File: config.mk
export PLATFORM = sky130hd
export DESIGN_NAME = cp_pi_bridge
export DESIGN_NICKNAME = d
export VERILOG_FILES = /design/src/rtl/cp_pi_bridge.sv
export SDC_FILE = /design/constraint.sdc
export NUM_CORES = 1
export LEC_CHECK = 0
export CAP_MARGIN = 0
export CORE_MARGIN = 2
export CORE_UTILIZATION = 25
export DETAILED_ROUTE_END_ITERATION = 16
export GPL_TIMING_DRIVEN = 0
export PLACE_DENSITY = 0.42
export SETUP_SLACK_MARGIN = 0.02
export SYNTH_ARGS = -nofsm -noshare
export SYNTH_HDL_FRONTEND = slang
export SYNTH_SLANG_ARGS = --single-unit
export TNS_END_PERCENT = 50
File: constraint.sdc
create_clock -name CLK -period 4.9 [get_ports CLK]
set_input_delay 0.49 -clock CLK [delete_from_list [all_inputs] [get_ports CLK]]
set_output_delay 0.49 -clock CLK [all_outputs]
set_load 0.02 [all_outputs]
File: src/rtl/cp_pi_bridge.sv
// Bridge between the Amiga clock-port latches, the Raspberry Pi GPIO bus and one shared SRAM.
// Each side has its own pointer/control window, and a round-robin arbiter owns the RAM strobes.
module cp_pi_bridge #(
    parameter int ADDR_W      = 16,
    parameter int SYNC_STAGES = 2,
    parameter int RAM_CYC     = 2,
    parameter int N_DB        = 4
) (
    input  logic              CLK,
    input  logic              RST,
    input  logic              RTC_CS_n,
    input  logic              IORD_n,
    input  logic              IOWR_n,
    input  logic [2:0]        CP_A,
    input  logic [7:0]        CP_DIN,
    output logic [7:0]        CP_DOUT,
    output logic              CP_LE,
    output logic              CP_OE_n,
    input  logic              PI_REQ,
    input  logic              PI_WR,
    input  logic [2:0]        PI_A,
    input  logic [7:0]        PI_DIN,
    output logic [7:0]        PI_DOUT,
    output logic              PI_ACK,
    output logic [ADDR_W-1:0] RAM_A,
    input  logic [7:0]        RAM_DIN,
    output logic [7:0]        RAM_DOUT,
    output logic              RAM_OE_n,
    output logic              RAM_WE_n,
    output logic              INT6_n,
    output logic              PI_IRQ
);

    typedef enum logic [1:0] {ARB_IDLE, ARB_RD, ARB_WR, ARB_DONE} arb_state_t;

    function automatic logic [7:0] get_byte(input logic [ADDR_W-1:0] p, input int idx);
        logic [23:0] e;
        e = 24'(p);
        return e[idx*8 +: 8];
    endfunction

    function automatic logic [ADDR_W-1:0] set_byte(input logic [ADDR_W-1:0] p, input int idx,
                                                   input logic [7:0] v);
        logic [23:0] e;
        e = 24'(p);
        e[idx*8 +: 8] = v;
        return e[ADDR_W-1:0];
    endfunction

    logic [SYNC_STAGES-1:0] cs_sync, rd_sync, wr_sync, req_sync;
    logic cp_wr_on, cp_rd_on, pi_req_s, cp_wr_d, cp_rd_d, pi_req_d;
    logic cp_wr_ev, cp_rd_ev, cp_rd_end, pi_ev;

    arb_state_t arb_state, arb_next;
    logic [7:0] cyc, rd_data, dout_q, sel_wdata;
    logic [ADDR_W-1:0] addr_q, sel_addr;
    logic grant_cp_q, last_cp, pick_cp, sel_wr, any_req, take_cp, take_pi, last_cyc;
    logic done_cp, done_pi;

    logic [ADDR_W-1:0] cp_ptr, pi_ptr, cp_inc, pi_inc;
    logic [7:0] cp_buf, cp_wdata, pi_wdata, pi_dout, cp_rd_val, pi_rd_val;
    logic [2:0] cp_rd_reg;
    logic cp_ai, cp_busy, cp_req, cp_req_wr, cp_wait_wr, cp_wait_pf;
    logic pi_ai, pi_req, pi_req_wr, pi_wait, pi_ack;

    logic [N_DB-1:0] cp_pend, pi_pend, cp_set, cp_clr, pi_set, pi_clr;
    logic cp_db_wr, pi_db_wr;

    // Strobes arrive asynchronously; events are edges of the synchronised levels.
    always_ff @(posedge CLK or posedge RST) begin
        if (RST) begin
            cs_sync  <= '1;
            rd_sync  <= '1;
            wr_sync  <= '1;
            req_sync <= '0;
            cp_wr_d  <= 1'b0;
            cp_rd_d  <= 1'b0;
            pi_req_d <= 1'b0;
        end else begin
            cs_sync  <= {cs_sync[SYNC_STAGES-2:0], RTC_CS_n};
            rd_sync  <= {rd_sync[SYNC_STAGES-2:0], IORD_n};
            wr_sync  <= {wr_sync[SYNC_STAGES-2:0], IOWR_n};
            req_sync <= {req_sync[SYNC_STAGES-2:0], PI_REQ};
            cp_wr_d  <= cp_wr_on;
            cp_rd_d  <= cp_rd_on;
            pi_req_d <= pi_req_s;
        end
    end

    assign cp_wr_on  = ~cs_sync[SYNC_STAGES-1] & ~wr_sync[SYNC_STAGES-1];
    assign cp_rd_on  = ~cs_sync[SYNC_STAGES-1] & ~rd_sync[SYNC_STAGES-1];
    assign pi_req_s  = req_sync[SYNC_STAGES-1];
    assign cp_wr_ev  = cp_wr_on & ~cp_wr_d;
    assign cp_rd_ev  = cp_rd_on & ~cp_rd_d;
    assign cp_rd_end = ~cp_rd_on & cp_rd_d;
    assign pi_ev     = pi_req_s & ~pi_req_d;

    // On a tie the side that did not win last time gets the RAM.
    assign any_req   = cp_req | pi_req;
    assign pick_cp   = cp_req & (~pi_req | ~last_cp);
    assign sel_wr    = pick_cp ? cp_req_wr : pi_req_wr;
    assign sel_addr  = pick_cp ? cp_ptr : pi_ptr;
    assign sel_wdata = pick_cp ? cp_wdata : pi_wdata;
    assign take_cp   = (arb_state == ARB_IDLE) & any_req & pick_cp;
    assign take_pi   = (arb_state == ARB_IDLE) & any_req & ~pick_cp;
    assign last_cyc  = (cyc == 8'(RAM_CYC - 1));
    assign done_cp   = (arb_state == ARB_DONE) & grant_cp_q;
    assign done_pi   = (arb_state == ARB_DONE) & ~grant_cp_q;

    always_ff @(posedge CLK or posedge RST) begin
        if (RST) arb_state <= ARB_IDLE;
        else     arb_state <= arb_next;
    end

    always_comb begin
        arb_next = arb_state;
        case (arb_state)
            ARB_IDLE: if (any_req) arb_next = sel_wr ? ARB_WR : ARB_RD;
            ARB_RD,
            ARB_WR:   if (last_cyc) arb_next = ARB_DONE;
            default:  arb_next = ARB_IDLE;
        endcase
    end

    // While idle the winner's address/data are already driven, giving one clock of setup.
    always_comb begin
        RAM_OE_n = (arb_state != ARB_RD);
        RAM_WE_n = (arb_state != ARB_WR);
        RAM_A    = (arb_state == ARB_IDLE) ? sel_addr  : addr_q;
        RAM_DOUT = (arb_state == ARB_IDLE) ? sel_wdata : dout_q;
    end

    always_ff @(posedge CLK or posedge RST) begin
        if (RST) begin
            grant_cp_q <= 1'b0;
            last_cp    <= 1'b0;
            addr_q     <= '0;
            dout_q     <= '0;
            cyc        <= '0;
            rd_data    <= '0;
        end else begin
            if (take_cp || take_pi) begin
                grant_cp_q <= pick_cp;
                last_cp    <= pick_cp;
                addr_q     <= sel_addr;
                dout_q     <= sel_wdata;
                cyc        <= '0;
            end else if (arb_state == ARB_RD || arb_state == ARB_WR) begin
                cyc <= cyc + 8'd1;
            end
            if (arb_state == ARB_RD && last_cyc) rd_data <= RAM_DIN;
        end
    end

    assign cp_db_wr = cp_wr_ev & (CP_A == 3'd1);
    assign pi_db_wr = pi_ev & PI_WR & (PI_A == 3'd1);

    always_comb begin
        cp_set = '0;
        cp_clr = '0;
        pi_set = '0;
        pi_clr = '0;
        if (cp_db_wr && !CP_DIN[7]) pi_set = CP_DIN[N_DB-1:0];
        if (cp_db_wr &&  CP_DIN[7]) cp_clr = CP_DIN[N_DB-1:0];
        if (pi_db_wr && !PI_DIN[7]) cp_set = PI_DIN[N_DB-1:0];
        if (pi_db_wr &&  PI_DIN[7]) pi_clr = PI_DIN[N_DB-1:0];
    end

    always_ff @(posedge CLK or posedge RST) begin
        if (RST) begin
            cp_pend <= '0;
            pi_pend <= '0;
        end else begin
            cp_pend <= (cp_pend & ~cp_clr) | cp_set;
            pi_pend <= (pi_pend & ~pi_clr) | pi_set;
        end
    end

    assign INT6_n = ~|cp_pend;
    assign PI_IRQ = |pi_pend;

    always_comb begin
        cp_rd_val = 8'h00;
        pi_rd_val = 8'h00;
        case (CP_A)
            3'd0: cp_rd_val = cp_buf;
            3'd1: cp_rd_val = {{(8-N_DB){1'b0}}, cp_pend};
            3'd2: cp_rd_val = get_byte(cp_ptr, 0);
            3'd3: cp_rd_val = get_byte(cp_ptr, 1);
            3'd4: cp_rd_val = get_byte(cp_ptr, 2);
            3'd5: cp_rd_val = {cp_busy, 6'b0, cp_ai};
            default: cp_rd_val = 8'h00;
        endcase
        case (PI_A)
            3'd1: pi_rd_val = {{(8-N_DB){1'b0}}, pi_pend};
            3'd2: pi_rd_val = get_byte(pi_ptr, 0);
            3'd3: pi_rd_val = get_byte(pi_ptr, 1);
            3'd4: pi_rd_val = get_byte(pi_ptr, 2);
            3'd5: pi_rd_val = {pi_wait, 6'b0, pi_ai};
            default: pi_rd_val = 8'h00;
        endcase
    end

    assign CP_OE_n = RTC_CS_n | IORD_n;
    assign CP_LE   = CP_OE_n;
    assign CP_DOUT = cp_rd_val;
    assign cp_inc  = {{(ADDR_W-1){1'b0}}, cp_ai};
    assign pi_inc  = {{(ADDR_W-1){1'b0}}, pi_ai};

    // CP side: DATA reads are served from the prefetch buffer, which is refilled after every pointer move.
    always_ff @(posedge CLK or posedge RST) begin
        if (RST) begin
            cp_ptr     <= '0;
            cp_ai      <= 1'b1;
            cp_buf     <= '0;
            cp_busy    <= 1'b0;
            cp_req     <= 1'b0;
            cp_req_wr  <= 1'b0;
            cp_wdata   <= '0;
            cp_wait_wr <= 1'b0;
            cp_wait_pf <= 1'b0;
            cp_rd_reg  <= '0;
        end else begin
            if (take_cp) cp_req <= 1'b0;
            if (done_cp && cp_wait_wr) begin
                cp_wait_wr <= 1'b0;
                cp_ptr     <= cp_ptr + cp_inc;
                cp_req     <= 1'b1;
                cp_req_wr  <= 1'b0;
                cp_wait_pf <= 1'b1;
            end else if (done_cp && cp_wait_pf) begin
                cp_buf <= rd_data;
                if (!cp_req) begin
                    cp_wait_pf <= 1'b0;
                    cp_busy    <= 1'b0;
                end
            end
            if (cp_wr_ev) begin
                case (CP_A)
                    3'd0: begin
                        cp_req     <= 1'b1;
                        cp_req_wr  <= 1'b1;
                        cp_wdata   <= CP_DIN;
                        cp_wait_wr <= 1'b1;
                        cp_wait_pf <= 1'b0;
                        cp_busy    <= 1'b1;
                    end
                    3'd2, 3'd3, 3'd4: begin
                        cp_ptr     <= set_byte(cp_ptr, int'(CP_A) - 2, CP_DIN);
                        cp_req     <= 1'b1;
                        cp_req_wr  <= 1'b0;
                        cp_wait_pf <= 1'b1;
                        cp_busy    <= 1'b1;
                    end
                    3'd5: cp_ai <= CP_DIN[0];
                    default: ;
                endcase
            end
            if (cp_rd_ev) cp_rd_reg <= CP_A;
            if (cp_rd_end && cp_rd_reg == 3'd0) begin
                cp_ptr     <= cp_ptr + cp_inc;
                cp_req     <= 1'b1;
                cp_req_wr  <= 1'b0;
                cp_wait_pf <= 1'b1;
                cp_busy    <= 1'b1;
            end
        end
    end

    always_ff @(posedge CLK or posedge RST) begin
        if (RST) begin
            pi_ptr    <= '0;
            pi_ai     <= 1'b1;
            pi_req    <= 1'b0;
            pi_req_wr <= 1'b0;
            pi_wdata  <= '0;
            pi_wait   <= 1'b0;
            pi_ack    <= 1'b0;
            pi_dout   <= '0;
        end else begin
            if (take_pi) pi_req <= 1'b0;
            if (pi_ack && !pi_req_s) pi_ack <= 1'b0;
            if (done_pi && pi_wait) begin
                pi_wait <= 1'b0;
                pi_ack  <= 1'b1;
                pi_ptr  <= pi_ptr + pi_inc;
                if (!pi_req_wr) pi_dout <= rd_data;
            end
            if (pi_ev) begin
                if (PI_A == 3'd0) begin
                    pi_req    <= 1'b1;
                    pi_req_wr <= PI_WR;
                    pi_wdata  <= PI_DIN;
                    pi_wait   <= 1'b1;
                end else begin
                    pi_ack  <= 1'b1;
                    pi_dout <= pi_rd_val;
                    if (PI_WR) begin
                        case (PI_A)
                            3'd2, 3'd3, 3'd4: pi_ptr <= set_byte(pi_ptr, int'(PI_A) - 2, PI_DIN);
                            3'd5: pi_ai <= PI_DIN[0];
                            default: ;
                        endcase
                    end
                end
            end
        end
    end

    assign PI_ACK  = pi_ack;
    assign PI_DOUT = pi_dout;

endmodule

# Word level (Yosys, flattened, before mapping)
# Index checks and enable logic that the tools add are counted.
[totals] reg_bits=140 in_bits=37 output_inout_bits=47 wordCells=197
[op_classes] addsub=7 n_eq_ne=18 shifts=4 muxes=66 n_bitwise=36 reduce_logical=33
[ops] op="$mux W16" count=11
[ops] op="$neg A7 Y33" count=2
[ops] op="$shift A8 B33 Y24 const A" count=2
[ops] op="$shiftx A8 B33 Y24" count=2
[ops] op="$mux W8" count=8
[ops] op="$bwmux W24" count=2
[ops] op="$pmux W8 S5" count=1
[ops] op="$mux W1" count=33
[ops] op="$add A16 B1 Y16" count=2
[ops] op="$pmux W8 S4" count=1
[ops] op="$mux W4" count=4
[ops] op="$and A1 B1 Y1" count=15
[ops] op="$eq A3 B2 Y1 const B" count=4
[ops] op="$eq A3 B3 Y1 const B" count=4
[ops] op="$not A1 Y1" count=12
[ops] op="$reduce_or A4 Y1" count=3
[ops] op="$logic_and A1 B1 Y1" count=10
[ops] op="$reduce_and A2 Y1" count=5
[ops] op="$logic_not A3 Y1" count=3
[ops] op="$add A8 B1 Y8 const B" count=1
[ops] op="$and A4 B4 Y4" count=2
[ops] op="$eq A8 B1 Y1 const B" count=1
[ops] op="$not A4 Y4" count=2
[ops] op="$or A4 B4 Y4" count=2
[ops] op="17 further kinds" count=32

# Logic depth before layout (Yosys ltp)
[depth] word_depth=9 ltp_mapped=12 mapped_depth_nobuf=10

# Worst setup path after synthesis
# Ideal clock, no wire load.
[synth_timing] kind="in2reg" startpoint="input CP_A[2]" endpoint="register cp_ptr[8]" setup_time_ps=66 arrival_ps=2619 required_ps=4834 path_slack_ps=2215 stages=11 path_buffers=2 cell_sequence="clkbuf_1 -> inv_1 -> ha_1 -> nand2_1 -> inv_1 -> ha_1 -> or4b_1 -> nor4_1 -> and3_1 -> buf_6 -> o32a_1"
[synth_via] elab_chain_len=7 elab_cells_between_ends=12 classes_between="add/sub (2); eq/ne (3); shift (2); mux (4); reduce/logical (1)"
[synth_rtl] element="start, declared" line_no="14" source="input logic [2:0] CP_A,"
[synth_rtl] element="$sub A3 B2 Y4" line_no="249" source="cp_ptr <= set_byte(cp_ptr, int'(CP_A) - 2, CP_DIN);"
[synth_rtl] element="$neg A7 Y33" line_no="46" source="e[idx*8 +: 8] = v;"
[synth_rtl] element="$shiftx A8 B33 Y24 or $shift A8 B33 Y24 (tied branches)" line_no="46"
[synth_rtl] element="$bwmux W24" line_no="46"
[synth_rtl] element="$mux W16 (*)" line_no="239" source="case (CP_A)"
[synth_rtl] element="$mux W16 (*)" line_no="238" source="if (cp_wr_ev) begin"
[synth_rtl] element="$mux W16 (*)" line_no="260" source="if (cp_rd_end && cp_rd_reg == 3'd0) begin"
[synth_rtl] element="end signal, assigned" line_no="227" source="cp_ptr <= cp_ptr + cp_inc;"
[synth_rtl] element="end signal, assigned" line_no="249"
[synth_rtl] element="end signal, assigned" line_no="261" source="cp_ptr <= cp_ptr + cp_inc;"
[synth_rtl] element="end, declared" line_no="60" source="logic [ADDR_W-1:0] cp_ptr, pi_ptr, cp_inc, pi_inc;"
# Every way passes the cells marked *; elsewhere a longest branch is shown, timed or not.
# A chain may end at the register's enable or synchronous reset.

# Final worst setup path
[layout_timing] startpoint="input CP_A[1]" endpoint="output CP_DOUT[2]"
[layout_via] elab_chain_len=2 elab_cells_between_ends=6 classes_between="eq/ne (4); mux (1); reduce/logical (1)"
[layout_rtl] element="$eq A3 B3 Y1 (tied with other cells)" line_no="185" source="case (CP_A)"
[layout_rtl] element="$pmux W8 S5 (*)" line_no="185"
[layout_rtl] element="end, declared" line_no="16" source="output logic [7:0] CP_DOUT,"
# Marked as above.

==> flow_summary.toml <==
[pwr]
p_seq_frac = 0.351
cellLeakagePower_uw = 0.00388
clock_power_frac = 0.245
ir_drop_mv = 0.228
cellPowerDensity_nw_per_um2 = 538
combPwrFrac = 0.405
intPower_uw = 3070
total_switching_power_uw = 2070
switching_share = 0.402

[setup_path]
crit_arrival_ns = 3.20
critical_path.cell_chain = "clkdlybuf4s50_1 -> inv_1 -> ha_1 -> nor2_1 -> o21a_1 -> or2_2 -> clkbuf_1 -> a21oi_1 -> clkdlybuf4s50_1"
crit_path_frequent_cell = "sky130_fd_sc_hd__clkdlybuf4s50_1"
crit_path_start_kind = "input pin"
crit_path_max_cell_delay_ns = 0.68
cp-end-kind = "output pin"
worst-endpoint-required_ns = 4.41
critical_path.slowest_cell = "sky130_fd_sc_hd__clkdlybuf4s50_1"
timing_worst_setup_path_type = "in -> out"
timing.critical_path.fanout_max = 9
cp_num_buf_inv = 4
cell_family_contributing_the_most_delay_on_the_critical_path = "buffers and inverters"

[clock_network]
cts_htree_levels = 4
cts_post_setup_buffers_inserted = 0
clockBufferDepth = 2
tritoncts.num_buffers = 17
resized_cells_post_cts = 0
tritoncts_sinks = 140
count_of_hold_fix_buffers_inserted_at_cts = 0
clk_pin_slew_worst_paths_ns = 0.06
tritoncts_clock_tree = "done"
cts-root-buf = "sky130_fd_sc_hd__clkbuf_16"
clock_latency_ns = 0.43

[yosys]
synth-compound-area-share = 0.182
ys_top_cells_by_area = "sky130_fd_sc_hd__dfrtp_1, sky130_fd_sc_hd__mux2_2, sky130_fd_sc_hd__ha_1"
netlist_area_sq_um = 7640
yosysSeqAreaShare = 0.460
number_of_flops_mapped_to_enable_cells_by_yosys = 0
synth.area.mux_share = 0.0917
synth.largest_area_cell = "sky130_fd_sc_hd__dfrtp_1"
number_of_register_bits_inferred_by_synthesis = 140
synth_simple_gate_area_share = 0.167
post_synth_num_cell_types = 70
post_synth_fa_ha_maj_area_fraction = 0.0511
postSynthCellCount = 783
postSynth.topFlopCell = "sky130_fd_sc_hd__dfrtp_1"
synth_top_family_by_area = "compound AO/OA/AOI/OAI gates"
synth_xor_xnor_area_share = 0.0103
asyncSetResetFlopFracSynth = 1.00
netlist.area_leader.share = 0.432
post_synth.cell_area_avg_sq_um = 9.76
synth-warning-count = 0
synthesis.nets = 850

[timing]
max_freq_ghz = 0.271
timing.final.hold_violations = 0
slew-limit-headroom = 0.468
finalCritPeriodShare = 0.752
worst_slew_pin_slew_ns = 0.798
fin_skew_ns = 0.0115
grt_setup_unrepaired = "false"
finalSetupViolations = 0
hold-worst-slack_ns = 0.350
layout_min_cycle_time_ns = 3.69
setup_slack_ns = 1.21
slew_violations = 0

[finish]
register_area_sq_um = 3510
design.final.nets = 953
syn2layout_area_growth_pct = 25.1
layout_top_registers = "addr_q: 16 flops, cp_ptr: 16 flops, pi_ptr: 16 flops"
share_of_cells_above_drive_strength_1 = 0.122
diodes = 0
finish.instance_area_sq_um = 9560
multi_input_area_sq_um = 3830
nFillCells = 3187

[placement]
detailed_place.area_sq_um = 9000
place.detailed.hpwl_mm = 18.9
port_buffers = 83
weighted_congestion_at_the_end_of_routability_driven_global_placement = 0.814
dpl_worst_slack_ns = 0.889

[route]
avgRoutedWirePerCell_um = 19.7
initialDrtViolationCount = 491
first_pass_iters = 5
vias_per_cell = 4.91
routed-via-count = 6364
ant_nets = 0
totalWireLength_mm = 25.5
drcViolationCount = 0

[grt]
antenna_found_initial = 0
global_route_wire_length_before_repair_mm = 39.9
globalRoute.totalOverflow = 0
grt_pass1_vias = 6356
track_usage = 0.168
grt_max_degree = 74

[hold_path]
worst_hold_class = "reg -> reg"

[die]
die_area_sq_um = 32000
die_width_um = 179
dieHeight_um = 179
rows = 64
core_area_sq_um = 30300
design.portCount = 84
initial_utilization = 0.252

[outcome]
run_status = "complete, no violations"

[run]
max_cap_viol_count = 0
==> synthesized netlist by cell type (5+ instances only) <==
library cell,instances
sky130_fd_sc_hd__o211ai_1,6
sky130_fd_sc_hd__o22ai_1,10
sky130_fd_sc_hd__nor3_1,10
sky130_fd_sc_hd__ha_1,28
sky130_fd_sc_hd__or3_1,5
sky130_fd_sc_hd__or2_2,6
sky130_fd_sc_hd__xor2_1,6
sky130_fd_sc_hd__nand4_1,9
sky130_fd_sc_hd__a222oi_1,5
sky130_fd_sc_hd__a21oi_1,58
sky130_fd_sc_hd__nand2_1,85
sky130_fd_sc_hd__o21ai_0,46
sky130_fd_sc_hd__a31oi_1,7
sky130_fd_sc_hd__and3_1,10
sky130_fd_sc_hd__inv_1,31
sky130_fd_sc_hd__a22oi_1,18
sky130_fd_sc_hd__mux2_2,40
sky130_fd_sc_hd__nor4_1,7
sky130_fd_sc_hd__dfrtp_1,132
sky130_fd_sc_hd__o21ai_1,6
sky130_fd_sc_hd__a22o_1,11
sky130_fd_sc_hd__mux2i_1,25
sky130_fd_sc_hd__clkbuf_1,24
sky130_fd_sc_hd__nand2b_1,6
sky130_fd_sc_hd__a21o_1,6
sky130_fd_sc_hd__dfstp_2,8
sky130_fd_sc_hd__nand3_1,24
sky130_fd_sc_hd__nor2_1,71
==> metrics by stage <==
step | util | TNS [ns] | instances | power, uW
global placement | 0.295 | -254.43 | 1262 | 3890
detailed placement | 0.297 | 0 | 1263 | 3910
floorplan | - | 0 | 783 | 2990
finish | 0.315 | 0 | 1295 | 5140
global route | 0.315 | 0 | 1295 | 5510
CTS | 0.315 | 0 | 1295 | 5190
==> final timing paths <==
path	from	slack [ns]	end	cells after the start
worst max register to register	arb_state[1]$_DFFE_PP0P_	2.37	addr_q[1]$_DFFE_PP0N_	8
worst min-delay path	req_sync[0]$_DFF_PP0_	0.35	req_sync[1]$_DFF_PP0_	0
max in group asynchronous	RST	3.50	dout_q[7]$_DFFE_PP0N_	3
min in group asynchronous	RST	0.56	req_sync[0]$_DFF_PP0_	2
worst min register to register	req_sync[0]$_DFF_PP0_	0.35	req_sync[1]$_DFF_PP0_	0
worst max-delay path	CP_A[1]	1.21	CP_DOUT[2]	9
==> power groups by stage <==
stage | Sequential, uW | Combinational [uW] | Clock [uW]
after floorplan | 1700 | 1290 | 0
after global placement | 1830 | 2070 | 0
after detailed placement | 1830 | 2080 | 0
after CTS | 1810 | 2090 | 1290
after global routing | 1850 | 2310 | 1350
final | 1800 | 2080 | 1260
==> cell families (layout without fill, tap and decap cells) <==
family,count (synthesis),in the layout
AOI/OAI and AO/OA,211,211
xor gates and xnor gates,9,9
and+or+nand+nor,261,261
muxes,65,65
adders and majority gates,30,30
DFF,140,140
buffers and inverters,67,183
==> layer usage <==
metal	track usage	vias up	share of wire
li1	-	3048	-
met1	0.241	3130	0.50
met2	0.263	165	0.45
met3	0.0254	21	0.038
met4	0.0413	0	0.010
met5	0	-	0
==> cells in the final DEF, fill, tap and decap left out, types with 7 or more instances in the layout <==
cell type,count
sky130_fd_sc_hd__o22ai_1,10
sky130_fd_sc_hd__and3_1,10
sky130_fd_sc_hd__dfrtp_1,132
sky130_fd_sc_hd__a22oi_1,18
sky130_fd_sc_hd__a31oi_1,7
sky130_fd_sc_hd__a22o_1,11
sky130_fd_sc_hd__a21oi_1,58
sky130_fd_sc_hd__clkbuf_16,17
sky130_fd_sc_hd__nor2_1,71
sky130_fd_sc_hd__ha_1,28
sky130_fd_sc_hd__nand4_1,9
sky130_fd_sc_hd__nand3_1,24
sky130_fd_sc_hd__mux2_2,40
sky130_fd_sc_hd__inv_1,30
sky130_fd_sc_hd__clkbuf_1,25
sky130_fd_sc_hd__nand2_1,85
sky130_fd_sc_hd__nor4_1,7
sky130_fd_sc_hd__dfstp_2,8
sky130_fd_sc_hd__o21ai_0,46
sky130_fd_sc_hd__nor3_1,10
sky130_fd_sc_hd__mux2i_1,25
sky130_fd_sc_hd__clkdlybuf4s50_1,83
==> cell type report <==
cell class,instances,share of cell area
multi-input combinational,576,0.401
sequential,140,0.367
timing repair buffer,84,0.0898
tap,396,0.0518
clock buffer,19,0.0463
buffer,36,0.0190
inverter,31,0.0127
clock inverter,13,0.0124
==> worst register-to-register path, stage by stage, from the launching register on <==
cell and delay (ns):
sky130_fd_sc_hd__dfrtp_1 0.42, sky130_fd_sc_hd__inv_1 0.12, sky130_fd_sc_hd__ha_1 0.15, sky130_fd_sc_hd__clkbuf_1 0.44, sky130_fd_sc_hd__o21ai_0 0.46, sky130_fd_sc_hd__clkbuf_1 0.32, sky130_fd_sc_hd__clkbuf_1 0.28, sky130_fd_sc_hd__nand2_1 0.12
sky130_fd_sc_hd__o21ai_0 0.08
No activity file was read; power rests on OpenSTA's default activity.
